## config.mk

```make
export PLATFORM = sky130hd
export DESIGN_NAME = register_file
export DESIGN_NICKNAME = d
export VERILOG_FILES = /design/src/rtl/register_file_pkg.sv /design/src/rtl/register_file.sv
export SDC_FILE = /design/constraint.sdc
export NUM_CORES = 1
export LEC_CHECK = 0
export ABC_AREA = 1
export BUFFER_PORTS_ARGS = -buffer_cell sky130_fd_sc_hd__buf_2
export CELL_PAD_IN_SITES_DETAIL_PLACEMENT = 0
export CELL_PAD_IN_SITES_GLOBAL_PLACEMENT = 1
export CORE_UTILIZATION = 45
export DETAILED_ROUTE_END_ITERATION = 10
export MAX_ROUTING_LAYER = met4
export PLACE_DENSITY = 0.78
export SLEW_MARGIN = 40
export SYNTH_ARGS = -nofsm -noshare
export SYNTH_HDL_FRONTEND = slang
export SYNTH_SLANG_ARGS = --single-unit
```

## constraint.sdc

```tcl
create_clock -name clock -period 1.95 [get_ports clock]
set_input_delay 0.195 -clock clock [delete_from_list [all_inputs] [get_ports clock]]
set_output_delay 0.195 -clock clock [all_outputs]
set_load 0.02 [all_outputs]
```

## src/rtl/register_file_pkg.sv

```systemverilog
// Shared CPU datapath definitions: word/address sizes, logic levels,
// bench timing constants and the 4-bit instruction opcodes.
package register_file_pkg;

  localparam int BIT_DATA = 16;
  localparam int SZB_REG  = 4;
  localparam int SZB_INS  = 4;

  localparam logic ON  = 1'b1;
  localparam logic OFF = 1'b0;

  // Half clock period and post-edge sampling offset used by benches.
  localparam int SWITCH = 5;
  localparam int DELAY  = 1;

  typedef enum logic [3:0] {
    LOAD  = 4'h0,
    STORE = 4'h1,
    MOVE  = 4'h2,
    JUMP  = 4'h3,
    INV   = 4'h4,
    AND   = 4'h5,
    OR    = 4'h6,
    XOR   = 4'h7,
    XNOR  = 4'h8,
    COM   = 4'h9,
    SHR   = 4'hA,
    SHL   = 4'hB,
    ADD   = 4'hC,
    SUB   = 4'hD,
    MUL   = 4'hE,
    DIV   = 4'hF
  } opcode_t;

endpackage

```

## src/rtl/register_file.sv

```systemverilog
// Multi-port register file: two combinational read ports, one synchronous
// write port and an internal move (mem[addr_rd] <= mem[addr_rs0]).
// Also reused as instruction storage with only port 0 connected.
module register_file
  import register_file_pkg::*;
#(
  parameter int BIT = BIT_DATA,
  parameter int SZB = SZB_REG
) (
  input  logic           clock,
  input  logic           reset,
  input  logic           rd_we,
  input  logic           en_mv,
  input  logic [SZB-1:0] addr_rs0,
  input  logic [SZB-1:0] addr_rs1,
  input  logic [SZB-1:0] addr_rd,
  input  logic [BIT-1:0] rd,
  output logic [BIT-1:0] rs0,
  output logic [BIT-1:0] rs1
);

  localparam int DEPTH = 1 << SZB;

  logic [BIT-1:0] mem [DEPTH];
  logic [BIT-1:0] wr_data;
  logic           wr_any;

  // Shared write data: external write wins over move; the move source is
  // read from current storage, so it is the pre-edge value.
  always_comb begin
    wr_any  = rd_we | en_mv;
    wr_data = rd_we ? rd : mem[addr_rs0];
  end

  // One register per entry; only the entry selected by addr_rd may load.
  for (genvar g = 0; g < DEPTH; g++) begin : g_entry
    logic [BIT-1:0] q;
    logic           sel;

    assign sel = wr_any && (addr_rd == SZB'(g));

    // Reset clears the entry and overrides any concurrent write or move.
    always_ff @(posedge clock) begin
      if (reset) begin
        q <= '0;
      end else if (sel) begin
        q <= wr_data;
      end
    end

    assign mem[g] = q;
  end

  // Reads are purely combinational from storage; no write-through bypass.
  assign rs0 = mem[addr_rs0];
  assign rs1 = mem[addr_rs1];

endmodule

```

==> impl_metrics.toml, run 1 <==
[timing]
fin_crit_ps = 2000
setup_slack_ps = -46.9
max_slew_margin_pct = 45.7
fin_crit_sh_pct = 102
setup_violations = 3
grt_setup_unrepaired = "yes"
clock.fmax_ghz = 0.501
skew_ps = 15.5
slew_viol_final = 0
tightest_slew_ps = 814
hold_viol_final = 0

[worst_setup_path]
worstSetupEndpointType = "output port"
cp_slowest_cell = "dfxtp_1"
worstSetupStartpointType = "flip-flop"
critPathKind = "flip-flop to output port"
worstPathCellList = "inv_1, a21oi_1, o21ai_1, o21ai_1, o221ai_1, nand2_1, buf_6"
crit_path_start = "g_entry[5].q[11]"
crit_required_ps = 1750
worstPathMaxFanout = 2
cpMostUsedCell = "o21ai_1"
r2r-start = "g_entry[8].q[0]"
critPathMaxStageDelay_ps = 310
arrival_ps = 1800

[job]
drv_cap = 0

[power_and_ir_drop]
powerDensity_nw_per_um2 = 816
power_leakage_nw = 6.88
irDropWorstVdd_v = 0.000721
total_power_w = 0.0139

[routing]
dr_wl_met3_um = 4390
met1Wirelength_um = 24000
drt_iter0_drc = 1478
drcViolationCount = 4
wl_per_cell_um = 20.3
drt_wl_total_um = 52100
wl_met2_um = 21900
postRouteAntennaNets = 0
highest_layer = "met4"
dr_total_vias = 14739
avgViaCountPerCell = 5.74
drt-pass1-iter-count = 9

[logic_synthesis]
syn_area_um2 = 14200
syn-instance-count = 2151
netlist.top_cell.by_area = "dfxtp_1"
synthTopCellsByArea = "dfxtp_1 36%, o21ai_0 13%, a21oi_1 10%, nand2_1 8.5%, nand3_1 7.4%"
synth_most_common_cell = "o21ai_0"
ys_seq_area_share_pct = 36.0
postSynth.asyncResetShare_pct = 0
ys_seq_elements = 256
yosysWarningCount = 0
synth_edf_count = 0
yosys.cell_types.count = 21
syn_nets = 2183
synth_area_per_cell_um2 = 6.61
yosys-top-cells-count = "381 x o21ai_0, 321 x nand2_1, 286 x a21oi_1, 256 x dfxtp_1, 210 x nand3_1"
synth_flop_cell = "dfxtp_1"
post-synth-top-area-fraction_pct = 36.0

[cts]
cts_max_path_buffers = 3
tritoncts = "yes"
clk_latency_ps = 570
cts_made_buffers = 30
holdBufCountCts = 0
htree_num_levels = 1
root_buffer = "clkbuf_16"
cts.sinks = 256
clk_pin_slew_ps = 60

[die]
die_area_um2 = 32300
io_pins = 64
core.rowCount = 64
core-area_um2 = 30800
chipWidth_um = 180
die_h_um = 180
initial_core_util_pct = 46.1

[placement]
io_buffer_count = 63
hpwl_um = 32800
dp_slack_ps = 7.53
place_congestion = 0.867

[final_layout]
n_antenna_cell = 0
drive_above_1_share_pct = 21.4
largest_reg_flops = 256
area_delta_synth_final_pct = 20.0
largest-register = "g_entry.q"
fill_cells = 2946
nets = 2184
largestRegisters = "g_entry.q x256"

[grt]
grt_pass1_vias = 13293
grt_max_degree = 67
grt_overflow = 0
antenna_found_initial = 0
grt_pass1_wl_um = 80000
groute.usage.overall_pct = 32.8

[outcome]
failed_checks = "DRC, setup timing"
status = "complete, but fails checks"

[hold_path]
hp-start = "reset"
hold_path_class = "input pin to flip-flop"
[final cells by class]
type	count	area, µm²	share of cell area, %
Multi-Input combinational cell	1495	7810	45.8
Inverter	204	776	4.55
Sequential cell	256	5150	30.2
Timing Repair Buffer	165	1800	10.5
Clock inverter	5	100	0.587
Clock buffer	45	928	5.44
Tap cell	396	495	2.90
[stage by stage]
step	util, %	setup TNS, ps	area [µm²]	hold slack [ps]	instances
global placement	50.2	-389	15500	520	2505
finish	55.4	-76.9	17100	86.1	2566
floorplan	-	0	14200	504	2151
CTS	54.2	-28.9	16700	69.5	2561
detailed placement	50.6	0	15600	525	2511
global route	55.4	-691	17100	94.9	2566
[critical path: cells and delay by family, from the launching register on]
| family | cells | cell delay (ps) |
|---|---|---|
| buffers and inverters | 2 | 240 |
| AOI/OAI and AO/OA | 4 | 510 |
| and+or+nand+nor | 1 | 170 |
| DFF | 1 | 310 |
[timing repair]
item / 4_1_cts / 5_1_grt
gates resized for setup: 38 / 135
setup endpoints to repair: 13 / 27
buffers inserted: 0 / 6
pin swaps: 3 / 33
[per-layer routing]
metal	GRT usage, %	up-vias
met5	-	-
met4	10.9	0
met3	5.41	105
met2	47.7	580
met1	45.9	6858
li1	-	7196
[cell families (layout without fill, tap and decap cells)]
| kind of cell | Yosys count | count (layout) | share of synthesized area, % |
|---|---|---|---|
| buffers and inverters | 400 | 419 | 11.6 |
| flip-flops | 256 | 256 | 36.0 |
| AO/OA/AOI/OAI | 793 | 793 | 31.1 |
| AND/OR/NAND/NOR | 702 | 702 | 21.3 |
[worst paths after layout]
path / to / slack [ps] / cells past startpoint
setup / recovery: rs1[11] / -50 / 7
hold / removal: g_entry[10].q[12] / 90 / 4
setup reg to reg: g_entry[5].q[0] / 340 / 8
hold reg to reg: g_entry[1].q[3] / 530 / 2
[cells in the final DEF, fill, tap and decap left out, types with 37 or more instances in the layout]
cell type	n
dfxtp_1	232
nand2_1	310
a21oi_2	100
buf_4	59
a21oi_1	276
o21ai_0	346
nand3_1	188
inv_1	187
buf_12	43
buf_2	40
nor2_1	100
or2_2	37
[power by group]
group,switching (W),internal (W)
Clock,0.00232,0.00363
Sequential,0.0000913,0.00539
Combinational,0.00162,0.000866
Total,0.00404,0.00989
Power figures use the tool's default switching activity.
==> run 2: changes to the inputs <==
- ABC_AREA: 1 -> default
- CORE_UTILIZATION: 45 -> 51
- PLACE_DENSITY: 0.78 -> 0.79
==> run 2 against run 1 <==
Effect of this change:
- the run ends with setup timing left
- total power shrank 4.8%
- clock skew grew 4.9 ps
- count of clock-buffer cells in the layout shrank 3
- synthesized cell count shrank 19%
- critical path type unchanged
==> impl_metrics.toml, run 2 <==
[placement]
place_congestion = 0.921
dp_slack_ps = -233
io_buffer_count = 63
placed_area_um2 = 20400
placed_cells = 2237
hpwl_um = 46300

[logic_synthesis]
synth_edf_count = 0
syn_nets = 1772
synthTopCellsByArea = "dfxtp_1 28%, mux4_2 14%, mux2i_1 12%, o221ai_1 7.8%, mux2_2 4.9%"
post-synth-top-area-fraction_pct = 28.4
synth_most_common_cell = "dfxtp_1"
syn-instance-count = 1740
ys_seq_area_share_pct = 28.4
yosys.cell_types.count = 53
postSynth.asyncResetShare_pct = 0
ys_seq_elements = 256
synth_area_per_cell_um2 = 10.4
synth_flop_cell = "dfxtp_1"
syn_area_um2 = 18000
yosys-top-cells-count = "256 x dfxtp_1, 211 x mux2i_1, 207 x nand2_1, 160 x o221ai_1, 115 x mux4_2"
yosysWarningCount = 0
netlist.top_cell.by_area = "dfxtp_1"

[cts]
cts_max_path_buffers = 3
holdBufCountCts = 0
clk_pin_slew_ps = 60
cts.sinks = 256
htree_num_levels = 1
clk_latency_ps = 580
root_buffer = "clkbuf_16"
tritoncts = "yes"
cts_made_buffers = 30

[timing]
grt_setup_unrepaired = "yes"
skew_ps = 20.4
clock.fmax_ghz = 0.428
setup_violations = 32
max_slew_margin_pct = 36.8
hold_viol_final = 0
fin_crit_sh_pct = 120
setup_slack_ps = -386
slew_viol_final = 0
fin_crit_ps = 2340
tightest_slew_ps = 948

[worst_setup_path]
worstPathMaxFanout = 3
arrival_ps = 2140
critPathKind = "flip-flop to output port"
critical_path_buf_inv_count = 1
worstSetupStartpointType = "flip-flop"
reg2reg_setup_slack_ps = 90
reg2reg_depth = 5
cp_slowest_cell = "mux4_2"
critPathMaxStageDelay_ps = 550
cpMostUsedCell = "mux4_2"
crit_required_ps = 1750
critical_path.top_delay_family = "multiplexers"
worstPathCellList = "mux4_2, mux4_2, buf_6"
r2r-start = "g_entry[6].q[13]"
worstSetupEndpointType = "output port"
rr_endpoint = "g_entry[12].q[13]"

[final_layout]
area_delta_synth_final_pct = 23.0
largest_reg_flops = 256
drive_above_1_share_pct = 40.2
fill_cells = 2783
final_cell_mix = "211 x mux2i_1, 206 x nand2_1, 184 x buf_4"
largest-register = "g_entry.q"
layout_commonest_cell = "mux2i_1"
final_area_um2 = 22200
n_antenna_cell = 0
layout.cells.non_filler = 2337
nets = 1890
largestRegisters = "g_entry.q x256"

[grt]
grt_pass1_wl_um = 103000
grt_max_degree = 164
antenna_found_initial = 0
groute.usage.overall_pct = 38.1
grt_overflow = 0
grt_pass1_vias = 16413

[routing]
drt-pass1-iter-count = 5
drcViolationCount = 0
drt_iter0_drc = 2049
drt_wl_total_um = 67100
dr_total_vias = 16998
avgViaCountPerCell = 7.27
postRouteAntennaNets = 0
wl_per_cell_um = 28.7

[power_and_ir_drop]
clockPowerShare_pct = 43.5
internal-power_w = 0.00950
p_seq_share_pct = 40.5
total_power_w = 0.0132
switchingPower_w = 0.00375
netSwitchingFraction_pct = 28.3
power_leakage_nw = 7.72
combPwrFrac_pct = 16.0
irDropWorstVdd_v = 0.000659
powerDensity_nw_per_um2 = 597

[die]
die_area_um2 = 36100
chipWidth_um = 190
die_h_um = 190
core.rowCount = 68
initial_core_util_pct = 52.0
core-area_um2 = 34700
io_pins = 64

[hold_path]
holdPathStages = 3
hp-start = "reset"
min_to = "g_entry[15].q[4]"
hold_path_class = "input pin to flip-flop"

[job]
drv_cap = 0

[outcome]
status = "complete, but fails checks"
failed_checks = "setup timing"
## run 2: cell types whose count changed after synthesis, moves of 97 or more
cell	change
o21ai_0	-366
a21oi_1	-224
mux2i_1	+211
inv_1	-199
nand3_1	-192
o221ai_1	+137
mux4_2	+115
nand2_1	-114
nor2_1	-97
## run 2: cell families after synthesis
| group | synth area share (%) |
|---|---|
| multiplexers | 30.9 |
| AND/OR/NAND/NOR | 10.9 |
| buffers and inverters | 6.75 |
| AO/OA/AOI/OAI | 23.0 |
| flip-flops | 28.4 |
## run 2: routing by layer
metal | vias up | global-route usage, % | routed length, µm
met5 | - | - | 0
li1 | 7291 | - | -
met3 | 214 | 5.52 | 7410
met2 | 1132 | 56.0 | 29400
met4 | 0 | 13.2 | 2570
met1 | 8361 | 53.3 | 27800
## run 2: worst max path at each step
stage | start | slack (ps) | to | cells after the start
2_1_floorplan | addr_rs1[0] | -10 | rs1[14] | 4
6_report | g_entry[14].q[3] | -390 | rs1[3] | 3
4_1_cts | g_entry[15].q[7] | -360 | rs1[7] | 3
3_3_place_gp | addr_rs0[0] | -300 | g_entry[5].q[12] | 5
3_5_place_dp | addr_rs0[1] | -230 | rs0[15] | 7
5_1_grt | g_entry[12].q[14] | -380 | rs1[14] | 3
## run 2: layout make-up
| class | instances | area [µm²] | share of cell area (%) |
|---|---|---|---|
| clock buffer | 42 | 856 | 3.85 |
| inverter | 2 | 10.0 | 0.0451 |
| clock inverter | 14 | 140 | 0.631 |
| tap | 455 | 569 | 2.56 |
| timing repair buffer | 317 | 3400 | 15.3 |
| sequential | 256 | 5260 | 23.7 |
| multi-input combinational | 1251 | 12000 | 53.9 |
## run 2: metrics by stage
stage                     hold slack [ps]  setup TNS (ps)  util, %
after floorplan                       434            -155        -
after global placement                526          -36380     58.7
after detailed placement              542          -23640     58.7
after CTS                            50.2           -9200     63.5
after global routing                 66.9          -10000     64.0
final                                60.8           -9400     64.0
## run 2: power groups by stage
stage / clock (W) / combinational (W) / sequential [W]
finish: 0.00576 / 0.00212 / 0.00537
global route: 0.00596 / 0.00220 / 0.00537
CTS: 0.00576 / 0.00205 / 0.00536
detailed placement: 0 / 0.00196 / 0.00548
global placement: 0 / 0.00193 / 0.00547
floorplan: 0 / 0.00123 / 0.00545
## run 2: tightest hold or removal path, cell delays in order
cell,delay (ps)
buf_6,160
a21oi_1,130
a221o_1,110
## run 2: timing repair
| action | 4_1_cts | 5_1_grt |
|---|---|---|
| endpoints found under the setup margin | 32 | 32 |
| buffers inserted | 35 | 9 |
| pin swaps | 3 | 4 |
| resized for setup | 180 | 35 |
